$ cat config.mk
export PLATFORM = sky130hd
export DESIGN_NAME = encoder4_2_sync
export DESIGN_NICKNAME = d
export VERILOG_FILES = /design/src/rtl/encoder4_2_sync.sv
export SDC_FILE = /design/constraint.sdc
export NUM_CORES = 1
export LEC_CHECK = 0
export ABC_AREA = 1
export BUFFER_PORTS_ARGS = -buffer_cell sky130_fd_sc_hd__buf_2
export CORE_UTILIZATION = 35
export CTS_BUF_LIST = sky130_fd_sc_hd__clkbuf_16
export CTS_CLUSTER_SIZE = 16
export DETAILED_ROUTE_END_ITERATION = 10
export PLACE_DENSITY = 0.65
export SETUP_SLACK_MARGIN = 0.05
export SKIP_CTS_REPAIR_TIMING = 1
export SLEW_MARGIN = 30
export SYNTH_ARGS = -nofsm -noshare
export SYNTH_HDL_FRONTEND = slang
export SYNTH_SLANG_ARGS = --single-unit
$ cat constraint.sdc
create_clock -name clk -period 1.7 [get_ports clk]
set_clock_uncertainty 0.15 [all_clocks]
set_input_delay 0.255 -clock clk [delete_from_list [all_inputs] [get_ports clk]]
set_output_delay 0.255 -clock clk [all_outputs]
set_load 0.02 [all_outputs]
$ cat src/rtl/encoder4_2_sync.sv
// Debounced 4-to-2 one-hot encoder with a valid/ready output handshake.
// An input code has to hold for STABLE_CYCLES sampled edges before it is
// accepted. Accepted one-hot codes are presented until the consumer takes
// them. Stable codes with two or more bits set raise a one-cycle err pulse
// and bump a saturating error counter.
module encoder4_2_sync #(
   parameter int unsigned STABLE_CYCLES = 3,
   parameter int unsigned ERR_W         = 8
) (
   input  logic             clk,
   input  logic             rst_n,
   input  logic [3:0]       in,
   input  logic             out_ready,
   output logic [1:0]       out,
   output logic             out_valid,
   output logic             err,
   output logic [ERR_W-1:0] err_count
);

   localparam logic [1:0] IDLE     = 2'd0;
   localparam logic [1:0] QUAL     = 2'd1;
   localparam logic [1:0] PRESENT  = 2'd2;
   localparam logic [1:0] WAIT_REL = 2'd3;

   localparam logic [3:0] STABLE_LIMIT = 4'(STABLE_CYCLES);

   logic [1:0]       state_q, state_d;
   logic [3:0]       cand_q, cand_d;
   logic [3:0]       stableCnt_q, stableCnt_d;
   logic [1:0]       out_q, out_d;
   logic             valid_q, valid_d;
   logic             err_q, err_d;
   logic [ERR_W-1:0] errCount_q, errCount_d;

   logic             candOneHot;
   logic [1:0]       candIdx;
   logic [3:0]       cntInc;

   // Classify the held candidate: legal one-hot codes map to their bit index,
   // anything else is flagged as an error code once it proves stable.
   always_comb begin
      candOneHot = 1'b0;
      candIdx    = 2'd0;
      case (cand_q)
         4'b0001: begin candOneHot = 1'b1; candIdx = 2'd0; end
         4'b0010: begin candOneHot = 1'b1; candIdx = 2'd1; end
         4'b0100: begin candOneHot = 1'b1; candIdx = 2'd2; end
         4'b1000: begin candOneHot = 1'b1; candIdx = 2'd3; end
         default: begin candOneHot = 1'b0; candIdx = 2'd0; end
      endcase
   end

   assign cntInc = stableCnt_q + 4'd1;

   // Next-state logic: qualify a code, present or flag it, then wait for the
   // input to return to zero so that a held code is never reported twice.
   always_comb begin
      state_d     = state_q;
      cand_d      = cand_q;
      stableCnt_d = stableCnt_q;
      out_d       = out_q;
      valid_d     = valid_q;
      err_d       = 1'b0;
      errCount_d  = errCount_q;
      case (state_q)
         IDLE: begin
            if (in != 4'd0) begin
               cand_d      = in;
               stableCnt_d = 4'd1;
               state_d     = QUAL;
            end
         end
         QUAL: begin
            if (in == 4'd0) begin
               stableCnt_d = 4'd0;
               state_d     = IDLE;
            end else if (in != cand_q) begin
               cand_d      = in;
               stableCnt_d = 4'd1;
            end else begin
               stableCnt_d = cntInc;
               if (cntInc == STABLE_LIMIT) begin
                  if (candOneHot) begin
                     out_d   = candIdx;
                     valid_d = 1'b1;
                     state_d = PRESENT;
                  end else begin
                     err_d = 1'b1;
                     if (errCount_q != '1) begin
                        errCount_d = errCount_q + ERR_W'(1);
                     end
                     state_d = WAIT_REL;
                  end
               end
            end
         end
         PRESENT: begin
            if (out_ready) begin
               valid_d = 1'b0;
               state_d = WAIT_REL;
            end
         end
         WAIT_REL: begin
            if (in == 4'd0) begin
               state_d = IDLE;
            end
         end
         default: begin
            state_d = IDLE;
         end
      endcase
   end

   // State registers; reset clears everything immediately, dropping any
   // pending code without a handshake or error pulse.
   always_ff @(posedge clk or negedge rst_n) begin
      if (!rst_n) begin
         state_q     <= IDLE;
         cand_q      <= 4'd0;
         stableCnt_q <= 4'd0;
         out_q       <= 2'd0;
         valid_q     <= 1'b0;
         err_q       <= 1'b0;
         errCount_q  <= '0;
      end else begin
         state_q     <= state_d;
         cand_q      <= cand_d;
         stableCnt_q <= stableCnt_d;
         out_q       <= out_d;
         valid_q     <= valid_d;
         err_q       <= err_d;
         errCount_q  <= errCount_d;
      end
   end

   assign out       = out_q;
   assign out_valid = valid_q;
   assign err       = err_q;
   assign err_count = errCount_q;

endmodule
; ---- Yosys cells after proc, flatten, opt, wreduce, memory -nomap -nowiden
; Index checks and enable logic that the tools add are counted.
; Widths: inputs -> output; s select.
[totals]
reg_bits = 22
latch_bits = 0
mem_bits_rw = 0
romBits = 0
input_bits = 7
mem_count = 0
[op_classes]
addsub = 2
multipliers = 0
div = 0
order_cmp = 0
eq_ne = 20
shift = 0
muxes = 29
n_bitwise = 3
reduce_logical = 12
[op_table]
columns = operator, n
row1 = $mux 4, 6
row2 = $ne 2x2->1 const B, 8
row3 = $pmux 4 s2, 2
row4 = $mux 1, 12
row5 = $mux 2, 6
row6 = $reduce_and 6->1, 2
row7 = $reduce_and 5->1, 2
row8 = $add 8x1->8 const B, 1
row9 = $eq 4x2->1 const B, 2
row10 = $ne 8x8->1 const B, 1
row11 = $pmux 2 s4, 1
row12 = $ne 3x3->1 const B, 2
row13 = $pmux 2 s3, 1
row14 = $add 4x1->4 const B, 1
row15 = $eq 2x2->1 const B, 2
row16 = $eq 4x1->1 const B, 1
row17 = $eq 4x3->1 const B, 1
row18 = $eq 4x4->1 const B, 1
row19 = $logic_not 4->1, 1
row20 = $ne 4x4->1, 1
row21 = $reduce_and 4->1, 1
row22 = $reduce_bool 2->1, 2
row23 = $reduce_bool 4->1, 1
row24 = $reduce_or 4->1, 1
row25 = 5 further kinds, 7

; ---- Depth between registers and ports, before layout
; Gate-level depths: netlist (run 1).
[logic_depth]
word_depth = 8
depth_mapped = 11
mapped_depth_nobuf = 10

; ---- Worst setup path before layout (run 1)
; No wires, ideal clock.
[synth_path]
path_kind = register -> register
startpoint = reg errCount_q[0], in the netlist err_count[0]
endpoint = reg errCount_q[6], in the netlist err_count[6]
setup_time_ns = 0.117
arrival_time_ns = 1.516
path_slack_ns = -0.083
stages_incl_launch_ff = 9
n_path_buf = 1
synth_period_minus_slack_ns = 1.783
path_cell_list = dfrtp_1 > ha_1 > nand3_1 > nor2_1 > a21oi_1 > nand3_4 > buf_6 > nand2_2 > o21ai_2
[synth_between]
elab_chain_cells = 2
[synth_rtl]
columns = element, line_no
row1 = start: declaration, 33  ; logic [ERR_W-1:0] errCount_q, errCount_d;
row2 = start signal: assignment, 132  ; errCount_q <= errCount_d;
row3 = "parallel branches: the longest is 2 deep, another holds $add 8x1->8", n/a
; Parallel ways; which one is timed is not known.
; A chain may end at the register's enable or synchronous reset.

; ---- Final worst setup path (run 1)
[layout_path]
startpoint = reg stableCnt_q[0]
endpoint = reg errCount_q[1], in the netlist err_count[1]
[layout_between]
elab_chain_cells = 3
[layout_rtl]
columns = element, line_no
row1 = start: declaration, 29  ; logic [3:0] stableCnt_q, stableCnt_d;
row2 = start signal: assignment, 128  ; stableCnt_q <= stableCnt_d;
row3 = $add 4x1->4, 53  ; assign cntInc = stableCnt_q + 4'd1;
row4 = $eq 4x2->1, 82  ; if (cntInc == STABLE_LIMIT) begin
row5 = $reduce_and 6->1 (no source line), n/a
; No other way between the ends.

==> results of run 1 <==
## stage by stage
step / std cells / cell area, um2
final: 254 / 1810
after global routing: 254 / 1810
after CTS: 249 / 1680
after detailed placement: 245 / 1570
after global placement: 245 / 1570
after floorplan: 170 / 1360
## critical path, cell delays in order, from the launching register on
cell and delay (ns):
sky130_fd_sc_hd__dfrtp_1 0.40, sky130_fd_sc_hd__ha_2 0.19, sky130_fd_sc_hd__nand2_1 0.08, sky130_fd_sc_hd__nand2_2 0.07
sky130_fd_sc_hd__nor2_4 0.14, sky130_fd_sc_hd__nand2_4 0.08, sky130_fd_sc_hd__nor2_8 0.15, sky130_fd_sc_hd__nand3_4 0.18
sky130_fd_sc_hd__nand2_2 0.13, sky130_fd_sc_hd__o21ai_2 0.05
## how the worst max path moves through the flow
stage	startpoint	end	slack (ns)	depth (start not counted)
finish	stableCnt_q[0]	err_count[1]	-0.03	9
global route	stableCnt_q[0]	err_count[1]	-0.12	9
CTS	stableCnt_q[0]	err_count[2]	-0.10	10
detailed placement	stableCnt_q[0]	err_count[2]	-0.05	9
global placement	stableCnt_q[0]	err_count[3]	0.007	9
floorplan	stableCnt_q[1]	err_count[6]	0.04	11
## layout by cell type (no fill, tap or decap), types with 3 or more instances in the layout
master and n:
sky130_fd_sc_hd__nand2_1 37, sky130_fd_sc_hd__inv_1 23, sky130_fd_sc_hd__buf_2 18, sky130_fd_sc_hd__dfrtp_1 17
sky130_fd_sc_hd__nand2_2 15, sky130_fd_sc_hd__buf_4 13, sky130_fd_sc_hd__nor2_1 8, sky130_fd_sc_hd__nand3_1 8
sky130_fd_sc_hd__o21ai_2 7, sky130_fd_sc_hd__inv_2 6, sky130_fd_sc_hd__o21ai_1 6, sky130_fd_sc_hd__nor2_4 5
sky130_fd_sc_hd__dfrtp_2 5, sky130_fd_sc_hd__xnor2_1 4, sky130_fd_sc_hd__nand4_1 3, sky130_fd_sc_hd__nor3_1 3
sky130_fd_sc_hd__nand3_4 3, sky130_fd_sc_hd__clkbuf_16 3
## sequential cells by signal (all words and copies together), names as in the netlist, named ones only
register     cells
err_count        8
cand_q           4
stableCnt_q      4
out              2
err              1
out_valid        1
state_q          1
## area by class of cell
class | instances | area [um2] | share of cell area [%]
tap | 48 | 60.1 | 3.33
sequential | 22 | 557 | 30.8
timing repair buffer | 32 | 198 | 10.9
multi-input combinational | 118 | 773 | 42.8
clock buffer | 3 | 75.1 | 4.16
clock inverter | 1 | 30.0 | 1.66
inverter | 30 | 113 | 6.24
## layer usage
metal	vias up	global-route usage (%)	share of wire, %	wire [um]
li1	613	-	-	-
met1	533	18.6	47	1360
met2	16	24.3	49	1430
met3	5	2.32	1.9	54
met4	0	7.39	1.9	55
met5	-	0	0	0
## cells by family (layout without fill, tap and decap cells)
kind of cell,count (synthesis),count (layout),synth area share (%)
buf+inv,31,66,9.28
compound gates,23,23,12.2
flops,22,22,41.2
fa+ha+maj,3,3,2.81
simple gates,85,86,30.6
xor+xnor,6,6,3.94
## power by group through the flow
stage | combinational, uW | sequential, uW | clock [uW]
floorplan | 543 | 738 | 0
detailed placement | 801 | 733 | 0
finish | 933 | 732 | 664
CTS | 805 | 727 | 680
global route | 1060 | 754 | 685
global placement | 792 | 733 | 0
==> results.md, run 1 <==
* Core area at 0.00366 mm2
* Crit path kind: flop to flop
* Register-to-register path setup slack at -0.03 ns
* Total leakage power at around 0.0009 uW
* # H-tree levels at 1
* Signed area change from the synthesized netlist to the final layout at 35.2%
* Kind of end point of the critical path: flop
* Drt drc at 0
* Critical Path AT at 1.73 ns
* Slew of the pin with the lowest slew margin at 0.487 ns
* Required time of the worst setup path at 1.70 ns
* Post-synthesis register bit count at 22
* Placement row count at 22
* EDFF count, synth at 0
* Number of inserted diodes at 0
* Largest buffer count on any clock path at 2
* Crit path time final at 1.73 ns
* Upper clock frequency limit at 0.579 GHz
* Worst-case setup slack after placement at -0.0492 ns
* Leading cell type by number of instances after synthesis: sky130_fd_sc_hd__nand2_1
* Sort of element at the start of the critical path: flop
* Die Width at 63.8 um
* Total count of max-transition violations in the final report at 0
* Global-route wire length before repair at 4630 um
* Largest net degree at the start of global routing at 23
* Proportion of netlist area held by the largest area contributor at 41.2%
* CTS tree: yes
* Launch instance of the worst register-to-register path: stableCnt_q[0]
* CTS clock-pin slew for the worst setup and hold paths at 0.06 ns
* Detailed Place HPWL at 2050 um
* Drt first-iter violations at 42
* Fraction of layout instances using a drive strength above 1 at approximately two fifths
* Detailed Routing Iterations Pass 1 at 4
* Fraction of power spent switching nets at 38.5%
* Cell taking the most area after synthesis: sky130_fd_sc_hd__dfrtp_1
* Net Count, Synth at 180
* Total power of the final layout at 2330 uW
* Height of the die at between 60 and 70 um
* Ports at 19
* Syn Inst Count at 170
* Total number of vias at 1167
* Average cell area after synthesis at between 7 and 8 um2
* Worst hold path startpoint: in[3]
* Count of cells along the worst register-to-register path at 9
* Die area at slightly above 0.004 mm2
* WL/cell at ~11 um
* Setup total negative slack at -0.0931 ns
* Congestion Overflow GR at 0
* Source-to-sink clock delay at the later pin of the worst-skew pair at 0.26 ns
* Total power density per cell area at 1290 mW/mm2
* Overall routing resource usage at 14.7%
* Violated checks: negative setup slack
* Dominant register cell in the synthesized netlist: sky130_fd_sc_hd__dfrtp_1
* Initial antenna violation count at 0
* Slew Limit Headroom at approximately 68%
* Number of buffers inserted during clock tree synthesis at 3
* Ranking of synthesized cells by instance count: 48 x sky130_fd_sc_hd__nand2_1, 24 x sky130_fd_sc_hd__inv_1, 22 x sky130_fd_sc_hd__dfrtp_1
* Number of cells traversed by the worst hold path at 3
* Combinational Power Share at 40.0%
* Reg-to-reg endpoint: err_count[1]
* Starting Density at 36.5%
* Clk sinks at 22
* Via count of the first global-routing pass at ~1100
* Share of the clock period used by the worst path at 102%
* Max capacitance violation total at 0
* Result of the run: finished with violations
* Maximum net fanout on the critical path at 8
* Hold Violations, Final at 0
* Clk pwr share at 28.5%
* Worst IR Drop VDD at between 0.7 and 0.8 mV
* Design internal power at 1430 uW
* Master cell of the clock root buffer: sky130_fd_sc_hd__clkbuf_16
* Post-route antenna net violation count at 0
* Utilization after layout at 49.3%
* Number of fill cells in the layout at 357
* Count of port buffers added during placement at 18
* Number of warnings issued by yosys at 0
* Ratio of routed vias to standard cells at 4.59
* Sw Pwr at 896 uW
* Setup repair after global routing missed its margin: yes
* Fraction of the yosys area taken by sequential cells at 41.2%
* Endpoint of the worst hold-timing path: cand_q[3]
* Nets@finish at 217
* Leading post-synthesis cells by cell area: sky130_fd_sc_hd__dfrtp_1 41%, sky130_fd_sc_hd__nand2_1 13%, sky130_fd_sc_hd__inv_1 6.7%, sky130_fd_sc_hd__o21ai_2 4.6%, sky130_fd_sc_hd__nand3_1 3.7%
* Final-report setup violation count at 5
* Routability congestion estimate at 0.786
* Async S/R FF share, synth at 100%
* Final Worst Setup Slack at -0.0276 ns
* Tightest Hold Check Type: primary input to flop
* Post-route worst hold slack at 0.117 ns
* Number of distinct library cells after synthesis at 27
* Final WL at 2900 um
* Netlist area before placement at around 0.0013 mm2
* Part of the power in registers at 31.4%
Power figures use the tool's default switching activity.
==> run 2: changes to the inputs <==
--- a/config.mk
+++ b/config.mk
@@ -7,14 +7,15 @@
 export LEC_CHECK = 0
 export ABC_AREA = 1
 export BUFFER_PORTS_ARGS = -buffer_cell sky130_fd_sc_hd__buf_2
+export CELL_PAD_IN_SITES_DETAIL_PLACEMENT = 1
+export CELL_PAD_IN_SITES_GLOBAL_PLACEMENT = 1
 export CORE_UTILIZATION = 35
 export CTS_BUF_LIST = sky130_fd_sc_hd__clkbuf_16
 export CTS_CLUSTER_SIZE = 16
 export DETAILED_ROUTE_END_ITERATION = 10
-export PLACE_DENSITY = 0.65
+export PLACE_DENSITY = 0.81
 export SETUP_SLACK_MARGIN = 0.05
 export SKIP_CTS_REPAIR_TIMING = 1
-export SLEW_MARGIN = 30
 export SYNTH_ARGS = -nofsm -noshare
 export SYNTH_HDL_FRONTEND = slang
 export SYNTH_SLANG_ARGS = --single-unit
==> run 2 against run 1 <==
Against the previous run: the flow still finishes with violations (negative setup slack); sequential power is 0.8% higher; sequential cell count stayed put; first-iteration DRC count is 38% lower; worst setup slack worse by 0.0090 ns; sequential share of layout area is 0.88 points lower; global-route usage is 3.7 points higher.
==> results.md, run 2 (synthesis gave the netlist of run 1 again) <==
* Detailed Place HPWL at 2290 um
* Number of inserted diodes at 0
* Total count of max-transition violations in the final report at 0
* Number of buffers inserted during clock tree synthesis at 3
* Slew of the pin with the lowest slew margin at 0.515 ns
* Final Worst Setup Slack at -0.0366 ns
* CTS clock-pin slew for the worst setup and hold paths at approximately 0.06 ns
* Final WL at 3790 um
* # H-tree levels at 1
* Initial antenna violation count at 0
* Drt drc at 0
* Crit path time final at between 1.5 and 2 ns
* Ratio of routed vias to standard cells at 4.93
* Height of the die at about 64 um
* Number of cells traversed by the worst hold path at 3
* Ports at 19
* Setup repair after global routing missed its margin: yes
* Upper clock frequency limit at roughly 0.58 GHz
* Global-route wire length before repair at 5790 um
* Setup total negative slack at -0.214 ns
* Tightest Hold Check Type: primary input to flop
* Signed area change from the synthesized netlist to the final layout at 38.9%
* Violated checks: negative setup slack
* Largest net degree at the start of global routing at 23
* WL/cell at roughly 15 um
* Kind of end point of the critical path: flop
* CTS tree: yes
* Die Width at 63.8 um
* Worst-case setup slack after placement at -0.101 ns
* Congestion Overflow GR at 0
* Master cell of the clock root buffer: sky130_fd_sc_hd__clkbuf_16
* Total number of vias at 1266
* Worst IR Drop VDD at between 0.8 and 0.9 mV
* Fraction of power spent switching nets at 40.7%
* Max reg flops at 8
* Register-to-register path setup slack at -0.04 ns
* Source-to-sink clock delay at the later pin of the worst-skew pair at 0.26 ns
* Count of cells along the worst register-to-register path at 10
* Reg-to-reg endpoint: err_count[5]
* Design internal power at 1460 uW
* Core area at about 0.0037 mm2
* Top library cells by usage in the layout, fill and taps aside: 39 x sky130_fd_sc_hd__nand2_1, 23 x sky130_fd_sc_hd__inv_1, 18 x sky130_fd_sc_hd__dfrtp_1, 18 x sky130_fd_sc_hd__buf_2, 14 x sky130_fd_sc_hd__buf_4
* Slew Limit Headroom at between 60 and 70%
* Launch instance of the worst register-to-register path: stableCnt_q[0]
* Fraction of layout instances using a drive strength above 1 at 40.7%
* Combinational Power Share at 43.0%
* Required time of the worst setup path at 1.70 ns
* Post-route antenna net violation count at 0
* Drt first-iter violations at 26
* Worst hold path startpoint: in[1]
* Maximum net fanout on the critical path at 8
* Crit path kind: flop to flop
* Overall routing resource usage at 18.4%
* Clk pwr share at between 20% and 30%
* Sort of element at the start of the critical path: flop
* Final-report setup violation count at 10
* Via count of the first global-routing pass at 1235
* Detailed Routing Iterations Pass 1 at 4
* Endpoint of the worst hold-timing path: cand_q[1]
* Result of the run: finished with violations
* Max capacitance violation total at 0
* Sw Pwr at between 1000 and 1500 uW
* Starting Density at 36.5%
* Die area at 0.00407 mm2
* Routability congestion estimate at around 0.79
* Hold Violations, Final at 0
* Count of port buffers added during placement at 18
* Clk sinks at 22
* Total leakage power at 0.000898 uW
* Largest buffer count on any clock path at 2
* Total power density per cell area at 1330 mW/mm2
* Nets@finish at 220
* Share of the clock period used by the worst path at 102%
* Placement row count at 22
* Part of the power in registers at 30.0%
* Most frequent standard cell in the layout excluding fill and tap cells: sky130_fd_sc_hd__nand2_1
* Critical Path AT at 1.74 ns
## run 2: cell types whose count changed in the layout (fill, tap and decap cells not counted)
| cell | previous run | this run |
|---|---|---|
| sky130_fd_sc_hd__nand2_2 | 15 | 12 |
| sky130_fd_sc_hd__a21oi_2 | 2 | 1 |
| sky130_fd_sc_hd__a21oi_4 | 0 | 1 |
| sky130_fd_sc_hd__o21ai_4 | 1 | 2 |
| sky130_fd_sc_hd__nand3_4 | 3 | 4 |
| sky130_fd_sc_hd__dfrtp_1 | 17 | 18 |
| sky130_fd_sc_hd__nand2_1 | 37 | 39 |
| sky130_fd_sc_hd__nand2_4 | 2 | 3 |
| sky130_fd_sc_hd__buf_4 | 13 | 14 |
| sky130_fd_sc_hd__buf_6 | 0 | 1 |
| sky130_fd_sc_hd__nand3_2 | 1 | 0 |
| sky130_fd_sc_hd__dfrtp_2 | 5 | 4 |
## run 2: metal layers
| layer | share of wire (%) | wire [um] | global-route usage (%) |
|---|---|---|---|
| met5 | 0 | 0 | 0 |
| met4 | 2.2 | 85 | 5.97 |
| met3 | 1.6 | 62 | 2.68 |
| met2 | 51 | 1930 | 30.7 |
| met1 | 45 | 1720 | 24.3 |
## run 2: critical path: stages, from the launching register on
cell	delay, ns
sky130_fd_sc_hd__dfrtp_1	0.38
sky130_fd_sc_hd__ha_2	0.19
sky130_fd_sc_hd__inv_1	0.04
sky130_fd_sc_hd__nand2_1	0.07
sky130_fd_sc_hd__nand2_2	0.08
sky130_fd_sc_hd__nor2_4	0.15
sky130_fd_sc_hd__nand2_4	0.08
sky130_fd_sc_hd__nor2_8	0.14
sky130_fd_sc_hd__nand3_4	0.16
sky130_fd_sc_hd__nand2_2	0.12
sky130_fd_sc_hd__o21ai_2	0.05
## run 2: power groups by stage
stage / Combinational (uW) / Clock [uW] / Sequential [uW]
after detailed placement: 816 / 0 / 739
after floorplan: 543 / 0 / 738
final: 1060 / 666 / 738
after global placement: 801 / 0 / 731
after CTS: 844 / 678 / 730
after global routing: 1190 / 692 / 750
## run 2: stage by stage
stage / util [%] / hold WS [ns] / power, uW / instances / instance area (um2)
floorplan: - / -0.191 / 1280 / 170 / 1360
global placement: 43.2 / 0.106 / 1530 / 246 / 1580
detailed placement: 43.2 / 0.109 / 1550 / 246 / 1580
CTS: 46.0 / -0.171 / 2250 / 250 / 1690
global route: 50.6 / 0.167 / 2630 / 257 / 1850
finish: 50.6 / 0.132 / 2460 / 257 / 1850
## run 2: cell type report
| cell class | instances | area (um2) |
|---|---|---|
| repair buffers | 34 | 216 |
| clock buffers | 3 | 75.1 |
| well taps | 48 | 60.1 |
| clock inverters | 1 | 30.0 |
| flip-flops and latches | 22 | 556 |
| multi-input cells | 119 | 805 |
| inverters | 30 | 113 |
| fillers | 444 | 1810 |
## run 2: how the worst max path moves through the flow
stage	end	start	cells after the start	slack, ns
3_3_place_gp	err_count[1]	stableCnt_q[0]	9	0.002
5_1_grt	err_count[5]	stableCnt_q[0]	10	-0.13
2_1_floorplan	err_count[6]	stableCnt_q[1]	11	0.04
6_report	err_count[5]	stableCnt_q[0]	10	-0.04
3_5_place_dp	err_count[1]	stableCnt_q[0]	10	-0.10
4_1_cts	err_count[1]	stableCnt_q[0]	10	-0.13
